===== config.mk =====
export PLATFORM = sky130hd
export DESIGN_NAME = fpu_share_arbiter
export DESIGN_NICKNAME = d
export VERILOG_FILES = /design/src/rtl/fpu_share_arbiter.sv
export SDC_FILE = /design/constraint.sdc
export NUM_CORES = 1
export LEC_CHECK = 0
export ABC_CLOCK_PERIOD_IN_PS = 2000
export CAP_MARGIN = 10
export CORE_AREA = 2 2 312 314
export DETAILED_ROUTE_END_ITERATION = 10
export DIE_AREA = 0 0 314 316
export DONT_BUFFER_PORTS = 1
export GPL_TIMING_DRIVEN = 0
export PLACE_DENSITY = 0.3
export SKIP_LAST_GASP = 1
export SLEW_MARGIN = 0
export SYNTH_ARGS = -nofsm -noshare
export SYNTH_HDL_FRONTEND = slang
export SYNTH_SLANG_ARGS = --single-unit

===== constraint.sdc =====
create_clock -name clk -period 2 [get_ports clk]
set_input_delay 0.6 -clock clk [delete_from_list [all_inputs] [get_ports clk]]
set_output_delay 0.6 -clock clk [all_outputs]
set_load 0.01 [all_outputs]

===== src/rtl/fpu_share_arbiter.sv =====
`default_nettype none
// ============================================================================
// Module      : fpu_share_arbiter
// Description : Shares one double-precision FPU among N_REQ requesters.
//               Round-robin grant, operand capture at grant, fixed-length
//               fpu_enable pulse, ready wait with stale-ready guard and
//               timeout, one-cycle done pulse back to the owner.
// Ports       : clk/rst            - clock, synchronous active-high reset
//               req/op/opa/opb     - per-requester request and operands
//               grant/done         - one-hot owner / completion pulse
//               result/err/busy    - captured result, error flag, activity
//               fpu_*              - handshake to the shared FPU
// Revision    : 1.0 - initial release
// ============================================================================
module fpu_share_arbiter #(
    parameter int N_REQ     = 4,
    parameter int EN_CYCLES = 3,
    parameter int TIMEOUT   = 255
) (
    input  logic                  clk,
    input  logic                  rst,
    input  logic [N_REQ-1:0]      req,
    input  logic [N_REQ*3-1:0]    op,
    input  logic [N_REQ*64-1:0]   opa,
    input  logic [N_REQ*64-1:0]   opb,
    output logic [N_REQ-1:0]      grant,
    output logic [N_REQ-1:0]      done,
    output logic [63:0]           result,
    output logic                  err,
    output logic                  busy,
    output logic                  fpu_enable,
    output logic [2:0]            fpu_op,
    output logic [63:0]           fpu_opa,
    output logic [63:0]           fpu_opb,
    output logic [1:0]            fpu_rmode,
    input  logic [63:0]           fpu_out,
    input  logic                  fpu_ready,
    input  logic                  fpu_invalid
);

    localparam int             PTR_W    = (N_REQ > 1) ? $clog2(N_REQ) : 1;
    localparam logic [PTR_W-1:0] PTR_RST  = PTR_W'(N_REQ - 1);
    localparam logic [PTR_W:0]   N_WIDE   = (PTR_W + 1)'(N_REQ);
    localparam logic [2:0]       EN_LOAD  = 3'(EN_CYCLES);
    localparam logic [7:0]       TMO_LAST = 8'(TIMEOUT - 1);

    typedef enum logic [1:0] {
        S_IDLE  = 2'd0,
        S_ISSUE = 2'd1,
        S_WAIT  = 2'd2,
        S_DONE  = 2'd3
    } state_t;

    state_t             state_q, state_d;
    logic [PTR_W-1:0]   ptr_q, ptr_d;
    logic [N_REQ-1:0]   grant_q, grant_d;
    logic [2:0]         en_cnt_q, en_cnt_d;
    logic [7:0]         tmo_q, tmo_d;
    logic [63:0]        result_q, result_d;
    logic               err_q, err_d;
    logic [2:0]         op_q, op_d;
    logic [63:0]        opa_q, opa_d;
    logic [63:0]        opb_q, opb_d;

    // Round-robin pick: first set req bit after ptr_q, wrapping.
    logic               req_found;
    logic [PTR_W-1:0]   pick;
    logic [PTR_W:0]     scan_sum;
    logic [PTR_W-1:0]   scan_idx;

    always_comb begin
        req_found = 1'b0;
        pick      = '0;
        scan_sum  = '0;
        scan_idx  = '0;
        for (int k = 1; k <= N_REQ; k++) begin
            scan_sum = {1'b0, ptr_q} + (PTR_W + 1)'(k);
            if (scan_sum >= N_WIDE) begin
                scan_sum = scan_sum - N_WIDE;
            end
            scan_idx = scan_sum[PTR_W-1:0];
            if (!req_found && req[scan_idx]) begin
                req_found = 1'b1;
                pick      = scan_idx;
            end
        end
    end

    // Operand mux for the picked requester (constant-index slices only).
    logic [N_REQ-1:0]   grant_sel;
    logic [2:0]         op_sel;
    logic [63:0]        opa_sel;
    logic [63:0]        opb_sel;

    always_comb begin
        grant_sel = '0;
        op_sel    = '0;
        opa_sel   = '0;
        opb_sel   = '0;
        for (int i = 0; i < N_REQ; i++) begin
            if (PTR_W'(i) == pick) begin
                grant_sel[i] = 1'b1;
                op_sel       = op[i*3 +: 3];
                opa_sel      = opa[i*64 +: 64];
                opb_sel      = opb[i*64 +: 64];
            end
        end
    end

    always_comb begin
        state_d  = state_q;
        ptr_d    = ptr_q;
        grant_d  = grant_q;
        en_cnt_d = en_cnt_q;
        tmo_d    = tmo_q;
        result_d = result_q;
        err_d    = err_q;
        op_d     = op_q;
        opa_d    = opa_q;
        opb_d    = opb_q;
        case (state_q)
            S_IDLE: begin
                if (req_found) begin
                    grant_d  = grant_sel;
                    op_d     = op_sel;
                    opa_d    = opa_sel;
                    opb_d    = opb_sel;
                    ptr_d    = pick;
                    en_cnt_d = EN_LOAD;
                    state_d  = S_ISSUE;
                end
            end
            S_ISSUE: begin
                if (en_cnt_q <= 3'd1) begin
                    tmo_d   = '0;
                    state_d = S_WAIT;
                end else begin
                    en_cnt_d = en_cnt_q - 3'd1;
                end
            end
            S_WAIT: begin
                // tmo_q == 0 is the first WAIT cycle: a ready still high from
                // the previous operation must not be taken as this result.
                if (tmo_q != 8'd0 && fpu_ready) begin
                    result_d = fpu_out;
                    err_d    = fpu_invalid;
                    state_d  = S_DONE;
                end else if (tmo_q == TMO_LAST) begin
                    result_d = '0;
                    err_d    = 1'b1;
                    state_d  = S_DONE;
                end else begin
                    tmo_d = tmo_q + 8'd1;
                end
            end
            S_DONE: begin
                grant_d = '0;
                state_d = S_IDLE;
            end
            default: begin
                grant_d = '0;
                state_d = S_IDLE;
            end
        endcase
    end

    always_ff @(posedge clk) begin
        if (rst) begin
            state_q  <= S_IDLE;
            ptr_q    <= PTR_RST;
            grant_q  <= '0;
            en_cnt_q <= '0;
            tmo_q    <= '0;
            result_q <= '0;
            err_q    <= 1'b0;
            op_q     <= '0;
            opa_q    <= '0;
            opb_q    <= '0;
        end else begin
            state_q  <= state_d;
            ptr_q    <= ptr_d;
            grant_q  <= grant_d;
            en_cnt_q <= en_cnt_d;
            tmo_q    <= tmo_d;
            result_q <= result_d;
            err_q    <= err_d;
            op_q     <= op_d;
            opa_q    <= opa_d;
            opb_q    <= opb_d;
        end
    end

    assign grant      = grant_q;
    assign done       = grant_q & {N_REQ{state_q == S_DONE}};
    assign result     = result_q;
    assign err        = err_q;
    assign busy       = (state_q != S_IDLE);
    assign fpu_enable = (state_q == S_ISSUE);
    assign fpu_op     = op_q;
    assign fpu_opa    = opa_q;
    assign fpu_opb    = opb_q;
    assign fpu_rmode  = 2'b00;

endmodule
`default_nettype wire

# After elaboration in Yosys (flattened, before gate mapping)
# Index checks and enable logic that the tools add are counted.
# word_totals
ff_bits,215
wordCells,118
input_bits,596
output_inout_bits,208
# classes
n_bitwise,1
addsub,10
n_reduce_logical,21
n_lt_le_gt_ge,9
muxes,54
n_eq_ne,13
# op_table
op,count
64-bit two-way mux,10
2-bit two-way mux,12
8-bit two-way mux,3
3-bit two-way mux,6
8-bit one-hot mux with 2 select lines,1
1-bit two-way mux,14
"3-bit greater-or-equal comparator, second input constant",4
"2-bit by 3-bit < comparator with 1-bit output, second input constant",4
2-bit nonzero test,5
"8-bit by 1-bit adder with 8-bit output, second input constant",1
1-bit binary-select mux with 2-bit select,4
"8-bit equality test, second input constant",1
"2-bit inequality test, second input constant",4
2-bit one-hot mux with 4 select lines,1
4-bit one-hot mux with 2 select lines,1
8-bit nonzero test,1
"2-bit by 1-bit subtractor with 2-bit output, second input constant",4
"2-bit by 2-bit adder with 3-bit output, second input constant",2
3-bit one-hot mux with 2 select lines,1
2-bit AND reduction,3
3-bit AND reduction,2
4-bit AND,1
"2-bit equality test, first input constant",2
"2-bit equality test, second input constant",2
other kinds (13),19

# Longest topological paths before layout
# Gate-level depths: netlist of the first run.
# logic_depth
word_depth,20
mapped_depth,9
ltp_nobuf,7

# Worst setup path before layout of the first run
# OpenSTA, ideal clock, no wires.
# synth_path
path_type,reg2reg
from,register tmo_q[0]
to,register tmo_q[7]
path_buffers,0
setup_slack_ns,-0.092
arrival_time_ns,2.022
period_less_slack_ns,2.092
required_ns,1.930
setup_time_ns,0.070
path_stages_with_launch,8
cell_sequence,dfxtp_1 inv_1 ha_1 or4b_4 o211ai_4 nand4_4 or4_1 a21oi_1
# synth_via
elab_chain_cells,4
word_cells_on_any_way,10
cone_classes,add/sub: 1; eq/ne: 3; mux: 3; reduce/logical: 3
# synth_rtl
element,line,text
"start, declared",58,"logic [7:0] tmo_q, tmo_d;"
"start signal, assigned",184,tmo_q <= tmo_d;
8-bit by 1-bit adder with 8-bit output / 8-bit nonzero test (equally long branches),"153, 144",
8-bit two-way mux / 1-bit logical AND (equally long branches),"148, 144",
8-bit two-way mux / 2-bit inequality test (equally long branches),--,
8-bit one-hot mux with 2 select lines / 4-bit AND reduction (equally long branches),--,
# Several ways; a longest one is shown, not always the timed one. The select of a mux whose other input is x is not followed.
# A chain may end at the register's enable or synchronous reset.

# Worst setup path after layout of the first run
# layout_path
from,register tmo_q[0]
to,register tmo_q[5]
# The elaborated chain is that of the path after synthesis.

==> flow_summary.toml, run 1 <==
[status]
outcome = "finished, violations left"
violations = "negative setup slack"

[timing]
layout_setup_ws_ns = -0.09599
tns_ns = -0.6811
finalClockSkew_ns = 0.02308
rsz0062_at_grt = "true"
finalSetupViolCount = 36
max_freq_ghz = 0.4771
worstMarginPinSlew_ns = 0.8116
period_share_pct = 104.8
worst_slew_margin_rel_pct = 45.89
min_period_ns = 2.096
hold_viol = 0
slew_viol_final = 0

[yosys]
yosysWarnings = 0
muxShareOfSynthArea_pct = 17.01
synthAdderAreaFrac_pct = 1.137
syn_area_per_cell_sq_um = 8.940
synthSimpleGateAreaFrac_pct = 11.40
synthArstFlopShare_pct = 0
ys.flop_type = "dfxtp_1"
netlist_instances = 1231
synth-seq-cells = 215
synth_top_area_share_pct = 39.11
synth_edf_count = 0
yosysTopAreaCell = "dfxtp_1"
synth_xor_area_share_pct = 0.2387
synth_seq_area_share_pct = 39.11
synth_top_family_by_area = "compound AO/OA/AOI/OAI gates"
synth_compound_area_share_pct = 24.93
synthesis.area_sq_mm = 0.01101
ys_top_cells_by_area = "dfxtp_1, mux2i_1, o221ai_1, nand2_1, a211oi_1"
synth_cell_types = 45

[cells_and_area]
multi_input_area_sq_mm = 0.006452
nets = 1900
mostFrequentLayoutCells = "dfxtp_1, nand2_1, mux2i_1, o221ai_1, nor2_1"
finalInstanceArea_sq_mm = 0.01500
drive_above_1_share_pct = 19.65
seqCellArea_sq_mm = 0.004319
fillCellCount = 10860
syn2layout_area_growth_pct = 36.28
final_common_cell = "dfxtp_1"

[grt]
grt_use_met1_pct = 14.11
use_met3_pct = 3.935
grtUsageTotal_pct = 12.98
top_usage_layer = "met2"
met2_usage_pct = 23.90
antenna_found_initial = 16
grt_pass1_vias = 11040
grt_remaining_overflow = 0
grt_pass1_wl_um = 90770
grt_max_degree = 16

[job]
max_cap_viol_count = 0

[clock_tree]
hold_buffers = 0
clkLatencyLatePin_ns = 0.61
cts.htree.levels = 1
clockBufferDepth = 3
cts_tree = "done"
path_clk_slew_ns = 0.06
numCtsBuffers = 31
cts_root_buf = "clkbuf_16"
clock-sinks = 215

[critical_path]
cp_slowest_cell = "or4_4"
critPathKind = "register to register"
start_kind = "register"
crit_family = "simple AND/OR/NAND/NOR gates"
crit_chain = "inv_2, ha_4, or4b_4, o211ai_4, nand4_4, or4_4, a21oi_2"
cp-end-kind = "register"
cp.arrival_ns = 2.64
max_stage_delay_ns = 0.54
worstPathBufferInverterCount = 1
critPathMaxFanout = 4
r2r_setup_slack_ns = -0.1
required_ns = 2.55

[floorplan]
rows = 114
die_area_sq_mm = 0.09922
ios = 804
dieHeight_um = 316
fp.dieW_um = 314
initial_core_util_pct = 11.46
core-area_sq_mm = 0.09599

[power]
p_per_area_mw_per_mm2 = 1613
vdd_drop_max_uv = 646.4
p_leak_uw = 0.005585
totalPowerFinal_uw = 24190

[drt]
num_vias = 10680
drtIter0Drc = 525
viasPerCell = 4.101
wl_um = 68650
wire_per_inst_um = 26.37
first_pass_iters = 5
antenna_left = 0
drc = 0

[worst_hold_path]
hp-class = "input port to register"

[placement]
placed_cell_area_sq_mm = 0.01261
place_ws_ns = -2.087
dp_hpwl_um = 56130
portBuffers = 0
routabilityCongestion = 0.8810
## cells by family (layout without fill, tap and decap cells)
family | Yosys count | in the layout
compound gates | 348 | 348
simple gates | 303 | 303
flops | 215 | 215
mux | 187 | 187
buf+inv | 164 | 250
fa+ha+maj | 10 | 10
xor+xnor | 3 | 3
other cells | 1 | 11
## Yosys cell counts (3+ instances only)
| cell type | count |
|---|---|
| nor2_1 | 79 |
| nand3_1 | 9 |
| nand2_1 | 184 |
| a22oi_1 | 64 |
| o21ai_0 | 7 |
| buf_2 | 42 |
| or3_1 | 6 |
| and2_1 | 6 |
| clkbuf_1 | 69 |
| o221ai_1 | 93 |
| a311oi_1 | 40 |
| ha_1 | 10 |
| buf_1 | 3 |
| a21oi_1 | 14 |
| a211oi_1 | 78 |
| inv_1 | 48 |
| nand2b_1 | 5 |
| dfxtp_1 | 215 |
| mux2i_1 | 187 |
| o21bai_1 | 39 |
## power breakdown
group	leakage, uW	total [uW]	switching [uW]	internal [uW]
clock	0.000500	5650	2370	3280
sequential	0.00177	7770	2050	5720
combinational	0.00332	10800	6180	4600
total	0.00559	24200	10600	13600
## layer usage
layer  up-vias  part of all wire, %  wire length [um]
met3       115                  7.7              5287
met1      5256                   37             25460
met2       566                   52             35670
li1       4735                    -                 -
met4         4                  3.2              2203
met5         -                0.041                28
## repair_timing
action | 4_1_cts | 5_1_grt
gates cloned | 2 | 1
resized for setup | 248 | 57
setup buffers | 22 | 5
pin swaps | 16 | 16
endpoints found under the setup margin | 213 | 196
## metrics by stage
step                      instances  hold WS [ns]  util (%)
final                          2603        0.1358     15.62
after global routing           2602       0.09080     15.62
after CTS                      2588       0.07186     15.35
after detailed placement       2508        0.4844     13.14
after global placement         2508        0.4893     13.14
after floorplan                1232        0.4424         -
## area by class of cell
cell class,instances,area share [%]
inverter,48,1.268
timing repair buffer,30,2.411
buffer,115,6.924
clock inverter,17,1.051
clock buffer,40,5.731
tap,1276,10.64
antenna,9,0.1502
sequential,215,28.80
multi-input combinational,853,43.02
## sequential cells by signal, summed over array words and instances, names as in the netlist
| register | cells |
|---|---|
| fpu_opa | 64 |
| fpu_opb | 64 |
| result | 64 |
| tmo_q | 8 |
| grant | 4 |
| en_cnt_q | 3 |
| fpu_op | 3 |
| ptr_q | 2 |
| state_q | 2 |
| err | 1 |
## final timing paths
kind,from,end,depth (start not counted)
max,tmo_q[0],tmo_q[5],7
min,opa[83],fpu_opa[19],2
max reg2reg,tmo_q[0],tmo_q[5],7
min reg2reg,ptr_q[0],ptr_q[0],2
## worst register-to-register path: cells and delay by family, from the launching register on
kind	cells	cell delay [ns]
AO/OA/AOI/OAI	2	0.35
adder cells (fa/ha/maj)	1	0.13
buffers and inverters	1	0.07
flip-flops	1	0.32
AND/OR/NAND/NOR	3	1.16
No activity file was read; power rests on OpenSTA's default activity.
==> run 2, diff against run 1 <==
CTS_CLUSTER_SIZE = 16   (was not set)
HOLD_SLACK_MARGIN = 0.1   (was not set)
==> run 2 against run 1 <==
  * The flow still finishes with violations (negative setup slack)
  * Clock power is essentially flat
  * Critical path depth unchanged
  * Cell count is 4.5% higher
  * Sequential power hardly changed
  * Via count grew 4.1%
  * Core utilization increased by 1.2 points
  * Maximum frequency down 0.14%
  * Register-to-register slack barely moved
==> flow_summary.toml, run 2 (synthesis results as in run 1) <==
[timing]
layout_setup_ws_ns = -0.09899
finalSetupViolCount = 36
max_freq_ghz = 0.4764
slew_viol_final = 0
min_period_ns = 2.099
period_share_pct = 104.9
rsz0062_at_grt = "true"
finalClockSkew_ns = 0.01774
worstMarginPinSlew_ns = 0.7820
hold_viol = 0
worst_slew_margin_rel_pct = 47.87

[cells_and_area]
fillCellCount = 10810
finalInstanceArea_sq_mm = 0.01612
mostFrequentLayoutCells = "dfxtp_1, nand2_1, mux2i_1, dlygate4sd3_1, o221ai_1"
syn2layout_area_growth_pct = 46.46
utilization_pct = 16.79
final_common_cell = "dfxtp_1"
nets = 2014
drive_above_1_share_pct = 18.77

[critical_path]
max_stage_delay_ns = 0.54
start_kind = "register"
critPathMaxFanout = 4
crit_family = "simple AND/OR/NAND/NOR gates"
cp.arrival_ns = 2.65
critPathKind = "register to register"
cp-end-kind = "register"
cp_slowest_cell = "or4_4"
required_ns = 2.55
worstPathBufferInverterCount = 1
crit_chain = "inv_2, ha_4, or4b_4, o211ai_4, nand4_4, or4_4, a21oi_2"

[placement]
dp_hpwl_um = 56130
place_ws_ns = -2.087
routabilityCongestion = 0.8810
portBuffers = 0
placed_cell_area_sq_mm = 0.01261

[power]
vdd_drop_max_uv = 684.6
p_leak_uw = 0.006048
clockPowerShare_pct = 23.4
p_sw_uw = 10700
p_int_uw = 13610
seq_power_share_pct = 32.0
p_per_area_mw_per_mm2 = 1508
switching_share_pct = 44.00
p_comb_share_pct = 44.6

[drt]
wl_um = 69390
drtIter0Drc = 538
first_pass_iters = 7
num_vias = 11120
viasPerCell = 4.089
antenna_left = 0
drc = 0
wire_per_inst_um = 25.52

[clock_tree]
path_clk_slew_ns = 0.06
clockBufferDepth = 3
cts_root_buf = "clkbuf_16"
clkLatencyLatePin_ns = 0.61
clock-sinks = 215
cts_tree = "done"
numCtsBuffers = 31
cts.htree.levels = 1

[grt]
grt_max_degree = 16
grt_pass1_wl_um = 92160
antenna_found_initial = 16
grt_remaining_overflow = 0
grt_pass1_vias = 11640
grtUsageTotal_pct = 13.09

[floorplan]
fp.dieW_um = 314
core-area_sq_mm = 0.09599
die_area_sq_mm = 0.09922
rows = 114
dieHeight_um = 316
initial_core_util_pct = 11.46
ios = 804

[worst_hold_path]
hp-class = "input port to register"

[status]
violations = "negative setup slack"
outcome = "finished, violations left"

[job]
max_cap_viol_count = 0
run 2: cell count changes in the layout (fill, tap and decap cells not counted), sizes merged:
cell,change
bufbuf,-1
clkbuf,+1
dlygate4sd3,+116
diode,+1
clkinv,-1
run 2: final timing paths:
| kind | from | end | slack (ns) | cells after the start |
|---|---|---|---|---|
| hold / removal | fpu_out[37] | result[37] | 0.16 | 2 |
| setup / recovery | tmo_q[0] | tmo_q[5] | -0.1 | 7 |
| setup reg to reg | tmo_q[0] | tmo_q[5] | -0.1 | 7 |
| hold reg to reg | ptr_q[0] | ptr_q[0] | 0.50 | 2 |
run 2: cell type report:
type	instances	area [sq um]	share of cell area [%]
tap	1276	1597	9.905
sequential	215	4319	26.80
buffer	115	988.4	6.132
inverter	48	190.2	1.180
clock inverter	16	152.6	0.9470
clock buffer	42	877.1	5.441
multi-input combinational	853	6510	40.39
timing repair buffer	144	1460	9.058
antenna	10	25.02	0.1552
run 2: timing repair:
| action | in CTS | in global routing |
|---|---|---|
| cloned | 2 | 0 |
| gates resized for setup | 241 | 66 |
| hold buffers | 116 | 0 |
| setup endpoints to repair | 213 | 197 |
| buffers inserted | 23 | 3 |
| endpoints found under the hold margin | 83 | 0 |
| pin swaps | 17 | 16 |
run 2: routing by layer:
layer	vias to the layer above	wire (um)	track usage [%]	share of wire [%]
li1	4977	-	-	-
met1	5418	25690	14.21	37
met2	582	35920	24.09	52
met3	132	5397	3.857	7.8
met4	8	2327	4.535	3.4
met5	-	55	0	0.079
run 2: power by group through the flow:
stage                     combinational (uW)  sequential (uW)  clock (uW)
after floorplan                         5630             7050           0
after CTS                              10800             7820        5960
after global placement                  8660             7880           0
after detailed placement                8760             7840           0
final                                  10900             7780        5680
after global routing                   11800             7940        6060
run 2: stage by stage:
stage / hold slack [ns] / total power, uW / cells / TNS [ns]
2_1_floorplan: 0.4424 / 12680 / 1232 / -0.04346
3_3_place_gp: 0.4893 / 16540 / 2508 / -244.51
3_5_place_dp: 0.4844 / 16600 / 2508 / -244.97
4_1_cts: 0.1000 / 24570 / 2706 / -3.097
5_1_grt: 0.1276 / 25760 / 2716 / -12.28
6_report: 0.1604 / 24310 / 2719 / -0.7734
==> run 3, diff against run 2 <==
==> constraint.sdc (replaced) <==
create_clock -name clk -period 2 [get_ports clk]
set_input_delay 0.6 -clock clk [delete_from_list [all_inputs] [get_ports clk]]
set_output_delay 0.6 -clock clk [all_outputs]
set_load 0.1 [all_outputs]
==> run 3 against run 2 <==
  * The run still ends with negative setup slack left
  * Hold slack lost 0.023 ns
  * First-iteration DRC count grew 20%
  * Clock-buffer cell count grew 3
  * Combinational power grew 25%
  * Sequential power grew 120%
  * Flip-flop and latch count is the same
  * Die area is the same
  * Critical path type unchanged
==> flow_summary.toml, run 3 (synthesis results as in run 1) <==
[status]
outcome = "finished, violations left"
violations = "negative setup slack"

[timing]
max_freq_ghz = 0.4145
hold_viol = 0
layout_setup_ws_ns = -0.4124
period_share_pct = 120.6
slew_viol_final = 0
rsz0062_at_grt = "true"
worstMarginPinSlew_ns = 0.8572
finalSetupViolCount = 213
tns_ns = -46.61
finalClockSkew_ns = 0.02860
worst_slew_margin_rel_pct = 42.85
worst_hold_slack_ns = 0.1376
min_period_ns = 2.412

[grt]
grt_max_degree = 17
grt_remaining_overflow = 0
grt_pass1_vias = 12130
grtUsageTotal_pct = 14.21
antenna_found_initial = 29
grt_pass1_wl_um = 98930

[critical_path]
crit-reg2reg-launch = "state_q[1]"
r2r_setup_slack_ns = -0.41
worstPathBufferInverterCount = 5
crit_path_frequent_cell = "buf_12"
critPathKind = "register to register"
crit_chain = "inv_4, ha_4, clkinvlp_4, nor2_4, buf_12, nand3_4, buf_12, clkbuf_16, or3_4, a21oi_2"
crit_family = "buffers and inverters"
critPathMaxFanout = 5
required_ns = 2.55
worstRegToRegCells = 10
cp.arrival_ns = 2.96
r2r-end = "grant[2]"
cp_slowest_cell = "clkinvlp_4"
max_stage_delay_ns = 0.49
start_kind = "register"
cp-end-kind = "register"

[power]
p_per_area_mw_per_mm2 = 1931
vdd_drop_max_uv = 1011
p_leak_uw = 0.007399

[job]
max_cap_viol_count = 0

[cells_and_area]
final_common_cell = "dfxtp_2"
mostFrequentLayoutCells = "dfxtp_2, mux2i_1, dlygate4sd3_1, nand2_1, o221ai_2"
syn2layout_area_growth_pct = 69.75
multi_input_area_sq_mm = 0.008079
fillCellCount = 10550
nets = 2049
layoutNonFillerInstCount = 2759
finalInstanceArea_sq_mm = 0.01868
seqCellArea_sq_mm = 0.004591
drive_above_1_share_pct = 50.14

[floorplan]
core-area_sq_mm = 0.09599
dieHeight_um = 316
rows = 114
initial_core_util_pct = 11.46
fp.dieW_um = 314
ios = 804
die_area_sq_mm = 0.09922

[drt]
drtIter0Drc = 646
first_pass_iters = 5
drc = 0
num_vias = 11520
wl_um = 75350
viasPerCell = 4.175
wire_per_inst_um = 27.31
antenna_left = 0

[clock_tree]
cts_tree = "done"
path_clk_slew_ns = 0.06
numCtsBuffers = 31
clock-sinks = 215
cts_root_buf = "clkbuf_16"
clockBufferDepth = 3
clkLatencyLatePin_ns = 0.62
cts.htree.levels = 1

[placement]
portBuffers = 0
routabilityCongestion = 0.8641
post-place-cells = 2509
placed_cell_area_sq_mm = 0.01287
dp_hpwl_um = 59460

[worst_hold_path]
hp-class = "input port to register"
hold_path_startpoint = "fpu_out[58]"
hold_path_depth = 2
holdPathEnd = "result[58]"
-- run 3: changes by cell type in the layout (fill, tap and decap cells not counted), moves of 23 or more --
cell	change
clkbuf_16	+23
a22oi_1	-60
dfxtp_1	-197
a22oi_2	+60
o221ai_2	+90
o221ai_1	-90
nand2_1	-91
nand2_4	+73
dfxtp_2	+187
-- run 3: worst max-delay path by stage --
stage	start	endpoint	slack, ns	cells after the start
6_report	state_q[1]	grant[2]	-0.41	10
3_5_place_dp	req[0]	fpu_opa[40]	-1.44	7
3_3_place_gp	req[0]	fpu_opa[40]	-1.40	7
5_1_grt	state_q[1]	grant[2]	-0.55	10
2_1_floorplan	state_q[1]	en_cnt_q[0]	-0.11	6
4_1_cts	state_q[0]	grant[2]	-0.50	10
-- run 3: timing repair --
item                                    CTS  global route
setup buffers                            35            13
hold buffers                            117             1
gates cloned                             21             1
pin swaps                               119           105
resized for setup                       580           211
endpoints found under the hold margin    89             1
endpoints found under the setup margin  416           221
-- run 3: where the power goes --
group	internal, uW	leakage [uW]	switching (uW)
logic	5820	0.00505	7740
clock network	3200	0.000500	2350
registers	6020	0.00185	11000
total	15000	0.00740	21000
-- run 3: layer usage --
| layer | vias up | part of all wire, % | track usage, % |
|---|---|---|---|
| met5 | - | 0.036 | 0 |
| met4 | 4 | 3.0 | 4.687 |
| met3 | 127 | 7.8 | 4.126 |
| met2 | 587 | 53 | 26.35 |
| met1 | 5736 | 36 | 15.38 |
| li1 | 5065 | - | - |
-- run 3: cell type report --
type	instances	share of cell area [%]
antenna	15	0.2009
buffer	112	5.425
clock buffer	45	4.916
clock inverter	13	0.5492
inverter	48	1.038
multi-input combinational	853	43.25
sequential	215	24.57
tap	1276	8.546
timing repair buffer	182	11.51
-- run 3: metrics by stage --
| step | power (uW) | worst slack [ns] | util [%] |
|---|---|---|---|
| floorplan | 21850 | -0.1114 | - |
| global placement | 25520 | -1.404 | 13.39 |
| detailed placement | 25660 | -1.442 | 13.41 |
| CTS | 35520 | -0.4970 | 18.51 |
| global route | 37650 | -0.5492 | 19.44 |
| finish | 36080 | -0.4124 | 19.46 |
